File: src/rtl/uart_pkg.sv
// Shared types and constants for the flow-controlled UART transmitter.
package uart_pkg;

    typedef enum logic [2:0] {
        IDLE,
        START,
        DATA,
        STOP,
        GAP
    } uart_state_e;

    localparam int   UART_DATA_BITS = 8;
    localparam logic UART_LINE_IDLE = 1'b1;

endpackage

File: src/rtl/uart_sync_fifo.sv
// Single-clock FIFO with occupancy count; push ignored when full, pop ignored when empty.
// Read data is combinational from the head entry.
module uart_sync_fifo #(
    parameter int WIDTH = 8,
    parameter int DEPTH = 4,
    localparam int AW = $clog2(DEPTH)
) (
    input  logic             clk,
    input  logic             rst,
    input  logic             push_i,
    input  logic [WIDTH-1:0] din_i,
    input  logic             pop_i,
    output logic [WIDTH-1:0] dout_o,
    output logic [AW:0]      level_o,
    output logic             full_o,
    output logic             empty_o
);

    logic [WIDTH-1:0] mem_q [DEPTH];
    logic [AW-1:0]    wr_ptr_q, rd_ptr_q;
    logic [AW:0]      level_q, level_d;
    logic             do_push, do_pop;

    assign full_o  = (level_q == (AW+1)'(DEPTH));
    assign empty_o = (level_q == '0);
    assign do_push = push_i && !full_o;
    assign do_pop  = pop_i && !empty_o;

    always_comb begin
        level_d = level_q;
        case ({do_push, do_pop})
            2'b10:   level_d = level_q + 1'b1;
            2'b01:   level_d = level_q - 1'b1;
            default: level_d = level_q;
        endcase
    end

    // DEPTH is a power of two, so the pointers wrap by natural overflow.
    always_ff @(posedge clk or posedge rst) begin
        if (rst) begin
            wr_ptr_q <= '0;
            rd_ptr_q <= '0;
            level_q  <= '0;
        end else begin
            if (do_push) wr_ptr_q <= wr_ptr_q + 1'b1;
            if (do_pop)  rd_ptr_q <= rd_ptr_q + 1'b1;
            level_q <= level_d;
        end
    end

    always_ff @(posedge clk) begin
        if (do_push) mem_q[wr_ptr_q] <= din_i;
    end

    assign dout_o  = mem_q[rd_ptr_q];
    assign level_o = level_q;

endmodule

File: src/rtl/uart_flow_tx.sv
// Buffered 8N1 UART transmitter; a new frame starts only while the synchronized CTS is low.
// Frames always complete once started; GUARD idle clocks follow each stop bit.
module uart_flow_tx
    import uart_pkg::*;
#(
    parameter int DIV   = 1,
    parameter int DEPTH = 4,
    parameter int GUARD = 4,
    localparam int LW = $clog2(DEPTH) + 1
) (
    input  logic          clk,
    input  logic          rst,
    input  logic [7:0]    in_data,
    input  logic          in_valid,
    output logic          in_ready,
    output logic          ser_tx,
    input  logic          ser_cts,
    output logic          busy,
    output logic [LW-1:0] level
);

    localparam logic [15:0] BIT_LOAD = 16'(DIV - 1);
    localparam logic [15:0] GAP_LOAD = 16'((GUARD > 0) ? GUARD - 1 : 0);
    localparam logic [2:0]  LAST_BIT = 3'(UART_DATA_BITS - 1);

    uart_state_e state_q, state_d;
    logic [15:0] timer_q, timer_d;
    logic [2:0]  bit_cnt_q, bit_cnt_d;
    logic [7:0]  shift_q, shift_d;
    logic        tx_q, tx_d;
    logic        cts_meta_q, cts_s_q;
    logic        pop, launch_ok, tick;
    logic        fifo_full, fifo_empty;
    logic [7:0]  fifo_dout;

    uart_sync_fifo #(
        .WIDTH (8),
        .DEPTH (DEPTH)
    ) u_fifo (
        .clk     (clk),
        .rst     (rst),
        .push_i  (in_valid),
        .din_i   (in_data),
        .pop_i   (pop),
        .dout_o  (fifo_dout),
        .level_o (level),
        .full_o  (fifo_full),
        .empty_o (fifo_empty)
    );

    // Both stages reset to "not ready" so nothing launches until the peer is seen.
    always_ff @(posedge clk or posedge rst) begin
        if (rst) begin
            cts_meta_q <= 1'b1;
            cts_s_q    <= 1'b1;
        end else begin
            cts_meta_q <= ser_cts;
            cts_s_q    <= cts_meta_q;
        end
    end

    assign tick = (timer_q == '0);

    always_comb begin
        state_d   = state_q;
        timer_d   = timer_q;
        bit_cnt_d = bit_cnt_q;
        shift_d   = shift_q;
        tx_d      = tx_q;
        pop       = 1'b0;
        launch_ok = 1'b0;
        case (state_q)
            IDLE: begin
                launch_ok = 1'b1;
                tx_d      = UART_LINE_IDLE;
            end
            START: begin
                if (tick) begin
                    state_d   = DATA;
                    tx_d      = shift_q[0];
                    timer_d   = BIT_LOAD;
                    bit_cnt_d = '0;
                end else begin
                    timer_d = timer_q - 16'd1;
                end
            end
            DATA: begin
                if (tick) begin
                    timer_d = BIT_LOAD;
                    if (bit_cnt_q == LAST_BIT) begin
                        state_d = STOP;
                        tx_d    = UART_LINE_IDLE;
                    end else begin
                        bit_cnt_d = bit_cnt_q + 3'd1;
                        shift_d   = shift_q >> 1;
                        tx_d      = shift_q[1];
                    end
                end else begin
                    timer_d = timer_q - 16'd1;
                end
            end
            STOP: begin
                if (tick) begin
                    if (GUARD == 0) begin
                        state_d   = IDLE;
                        launch_ok = 1'b1;
                    end else begin
                        state_d = GAP;
                        timer_d = GAP_LOAD;
                    end
                end else begin
                    timer_d = timer_q - 16'd1;
                end
            end
            GAP: begin
                if (tick) begin
                    state_d   = IDLE;
                    launch_ok = 1'b1;
                end else begin
                    timer_d = timer_q - 16'd1;
                end
            end
            default: state_d = IDLE;
        endcase

        // The start decision is taken on the same edge that ends stop/guard,
        // keeping back-to-back frames at exactly 10*DIV+GUARD clocks.
        if (launch_ok && !fifo_empty && !cts_s_q) begin
            pop     = 1'b1;
            shift_d = fifo_dout;
            tx_d    = 1'b0;
            state_d = START;
            timer_d = BIT_LOAD;
        end
    end

    always_ff @(posedge clk or posedge rst) begin
        if (rst) begin
            state_q   <= IDLE;
            timer_q   <= '0;
            bit_cnt_q <= '0;
            shift_q   <= '0;
            tx_q      <= UART_LINE_IDLE;
        end else begin
            state_q   <= state_d;
            timer_q   <= timer_d;
            bit_cnt_q <= bit_cnt_d;
            shift_q   <= shift_d;
            tx_q      <= tx_d;
        end
    end

    assign ser_tx   = tx_q;
    assign in_ready = !fifo_full;
    assign busy     = (state_q != IDLE) || !fifo_empty;

endmodule

File: config.mk
export PLATFORM = sky130hd
export DESIGN_NAME = uart_flow_tx
export DESIGN_NICKNAME = d
export VERILOG_FILES = /design/src/rtl/uart_pkg.sv /design/src/rtl/uart_sync_fifo.sv /design/src/rtl/uart_flow_tx.sv
export SDC_FILE = /design/constraint.sdc
export NUM_CORES = 1
export LEC_CHECK = 0
export BUFFER_PORTS_ARGS = -buffer_cell sky130_fd_sc_hd__buf_2
export CORE_UTILIZATION = 54
export CTS_BUF_LIST = sky130_fd_sc_hd__clkbuf_16
export DETAILED_ROUTE_END_ITERATION = 10
export PLACE_DENSITY = 0.82
export SETUP_SLACK_MARGIN = 0.1
export SLEW_MARGIN = 25
export SYNTH_ARGS = -nofsm -noshare
export SYNTH_HDL_FRONTEND = slang
export SYNTH_SLANG_ARGS = --single-unit
File: constraint.sdc
create_clock -name clk -period 3.5 [get_ports clk]
set_input_delay 0.525 -clock clk [delete_from_list [all_inputs] [get_ports clk]]
set_output_delay 0.525 -clock clk [all_outputs]
set_load 0.03 [all_outputs]
==> run metrics <==
die extent in y=82.2 µm; FP Rows=28; Total Negative Setup Slacks=0 ns; post-synthesis cell type count=53; 1st-iter DRT viols=221; Post-CTS Resized=0; Crit path max-delay family=simple AND/OR/NAND/NOR gates; register bit count reported by yosys=72; placer congestion estimate=between 0.8 and 0.9; CORE AREA=6060 µm²; unrepaired setup endpoints after global routing=false; Starting Density=0.573; Fin. Hold Viols=0; die extent in x=82.2 µm; CP Cell Sequence=inv_1 -> ha_1 -> or4b_1 -> nand4bb_4 -> a21boi_4 -> ha_1 -> inv_1 -> fa_1 -> xor2_1 -> nor2_1 -> xor2_1; hpwl dp=4450 µm; drt via density=approximately 5.9; design internal power=2.21 mW; Cells after Synth=293; hold buffers post-CTS=0; final setup vio count=0; Pins Over Slew Limit=0; Num CTS Buffers=9; yosys warns=0; Avg WL per Cell=roughly 17 µm; clock root buffer master=clkbuf_16; # DRC=0; Setup CP Type=flop to flop; Syn Std Cell Area=3470 µm²; DR vias=~2,300; first-pass GRT wire length=between 10,000 and 15,000 µm; Least-Margin Pin Slew=about 0.71 ns; Buffers on Ports=17; Worst Path Buf+Inv=2; Required @ worst endpoint=3.74 ns; routed wire length=6500 µm; Worst Hold Class=input pin to flop; PD cells=909 nW/µm²; Post-synth EDFFs=32; fraction of layout cells with a size suffix above 1=0.183; nets=333; status=complete, no violations; hold_ws=0.292 ns; Die ar.=6760 µm²; maximum VDD drop=0.000546 V; gr ovfl total=0; max cap viols=0; Post-synth top flop=dfrtp_1; initial antenna violation count=0; worst-path maximum fanout=14; CTS max path bufs=2; Rel. slew slack=0.522; worst-skew pair later-pin latency=0.33 ns; crit share post-route=0.913; WP data arrival=3.44 ns; Logic pwr share=0.348; sequential power share=0.406; Slowest-stage cell, CP=or4b_1; Ports=18; Area growth, synth to finish=12.1%; # diodes=0; CP Launch Type=flop; async set-reset flop share out of synthesis=0.556; largest net degree at the start of global routing=a little over 40; Fmax=313 MHz; CTS H-tree depth=3; post-CTS setup buffer count=0; clock sinks=just over 70; pre-CTS WS=0.330 ns; Final min period=3.19 ns; Setup crit end kind=flop; Post-Syn Nets=314; LEAKAGE=1.60 nW; Clk pwr share=0.246; GRT Util Overall=0.222; vias in the first global route=2,252; Routed Antenna Nets=0; final worst setup slack=a little over 0.3 ns; average cell area after synthesis=roughly 12 µm²; CTS tree=done; crit-path max cell delay=0.56 ns; Reg clk slew, reported paths=roughly 0.060 ns; Seq/Total Area, Yosys=0.566; drt pass-1 iters=4; Net Sw Frac=0.376; skew final=0.00914 ns; switching pwr=around 1.3 mW
through the flow:
step | power [mW] | util | area [µm²] | std cells
6_report | 3.54 | 0.643 | 3900 | 392
3_5_place_dp | 2.67 | 0.595 | 3610 | 376
4_1_cts | 3.56 | 0.643 | 3900 | 392
5_1_grt | 3.77 | 0.643 | 3900 | 392
2_1_floorplan | 2.37 | - | 3470 | 293
3_3_place_gp | 2.60 | 0.595 | 3610 | 376
flip-flops by register name (all words and copies together) (netlist names):
register / flops
u_fifo.mem_q: 32
ser_tx: 1
bit_cnt_q: 3
shift_q: 8
timer_q: 16
cts_meta_q: 1
u_fifo.wr_ptr_q: 2
cts_s_q: 1
u_fifo.level_o: 3
u_fifo.rd_ptr_q: 2
state_q: 3
placed cells by master (no fill, tap or decap), drive strengths merged, types with 4 or more instances in the layout:
cell,instances
xnor2,5
a211oi,5
mux4,8
nand3,4
or3,6
buf,22
clkbuf,9
a21oi,9
inv,18
nand2,25
edfxtp,32
nor3,9
and3,4
nor4,5
dfrtp,37
o21bai,4
a21o,6
o21ai,28
ha,8
a22o,10
nor2,26
cell type report:
type	instances	area, µm²
Multi-Input combinational cell	193	1370
Timing Repair Buffer	22	123
Clock inverter	7	62.6
Sequential cell	72	1970
Tap cell	75	93.8
Clock buffer	9	225
Fill cell	441	2160
Inverter	14	52.6
cell families after synthesis:
kind of cell	synth area share
fa+ha+maj	0.0346
flops	0.566
compound gates	0.137
simple gates	0.143
xor+xnor	0.0202
mux	0.0605
buf+inv	0.0389
power by group through the flow:
| stage | Clock [mW] | Combinational [mW] | Sequential, mW |
|---|---|---|---|
| after floorplan | 0 | 1.01 | 1.36 |
| after global placement | 0 | 1.17 | 1.43 |
| after CTS | 0.886 | 1.23 | 1.44 |
| after global routing | 0.920 | 1.37 | 1.48 |
| after detailed placement | 0 | 1.22 | 1.45 |
| final | 0.871 | 1.23 | 1.44 |
per-layer routing:
| layer | up-vias | track usage | share of wire |
|---|---|---|---|
| met5 | - | 0 | 0 |
| met2 | 62 | 0.370 | 0.49 |
| met4 | 0 | 0.0702 | 0.017 |
| li1 | 1125 | - | - |
| met1 | 1127 | 0.287 | 0.45 |
| met3 | 15 | 0.0538 | 0.035 |
cells in the mapped netlist (4+ instances only):
| cell type | n | share of area |
|---|---|---|
| a21o_1 | 6 | 0.013 |
| nor4_1 | 4 | 0.0072 |
| clkbuf_1 | 6 | 0.0065 |
| ha_1 | 8 | 0.029 |
| inv_1 | 13 | 0.014 |
| nor2_1 | 25 | 0.027 |
| a21oi_1 | 8 | 0.012 |
| and3_1 | 4 | 0.0072 |
| nand3_1 | 4 | 0.0058 |
| mux4_2 | 8 | 0.052 |
| or3_1 | 6 | 0.011 |
| a22o_1 | 10 | 0.025 |
| dfrtp_1 | 37 | 0.27 |
| edfxtp_1 | 32 | 0.28 |
| nor3_1 | 9 | 0.013 |
| a211oi_1 | 4 | 0.0086 |
| nand2_1 | 25 | 0.027 |
| xnor2_1 | 5 | 0.013 |
| o21ai_1 | 14 | 0.020 |
| o21ai_0 | 14 | 0.020 |
| o21bai_1 | 4 | 0.0086 |
worst paths after layout:
| check | from | end | slack, ns | cells after the start |
|---|---|---|---|---|
| worst max-delay path | timer_q[0] | u_fifo.level_o[2] | 0.31 | 11 |
| worst min-delay path | ser_cts | cts_meta_q | 0.29 | 1 |
| worst max register to register | timer_q[0] | u_fifo.level_o[2] | 0.31 | 11 |
| worst min register to register | cts_meta_q | cts_s_q | 0.36 | 0 |
| max in group asynchronous | rst | ser_tx | 2.83 | 3 |
| min in group asynchronous | rst | timer_q[14] | 0.30 | 3 |
Power figures use the tool's default switching activity.
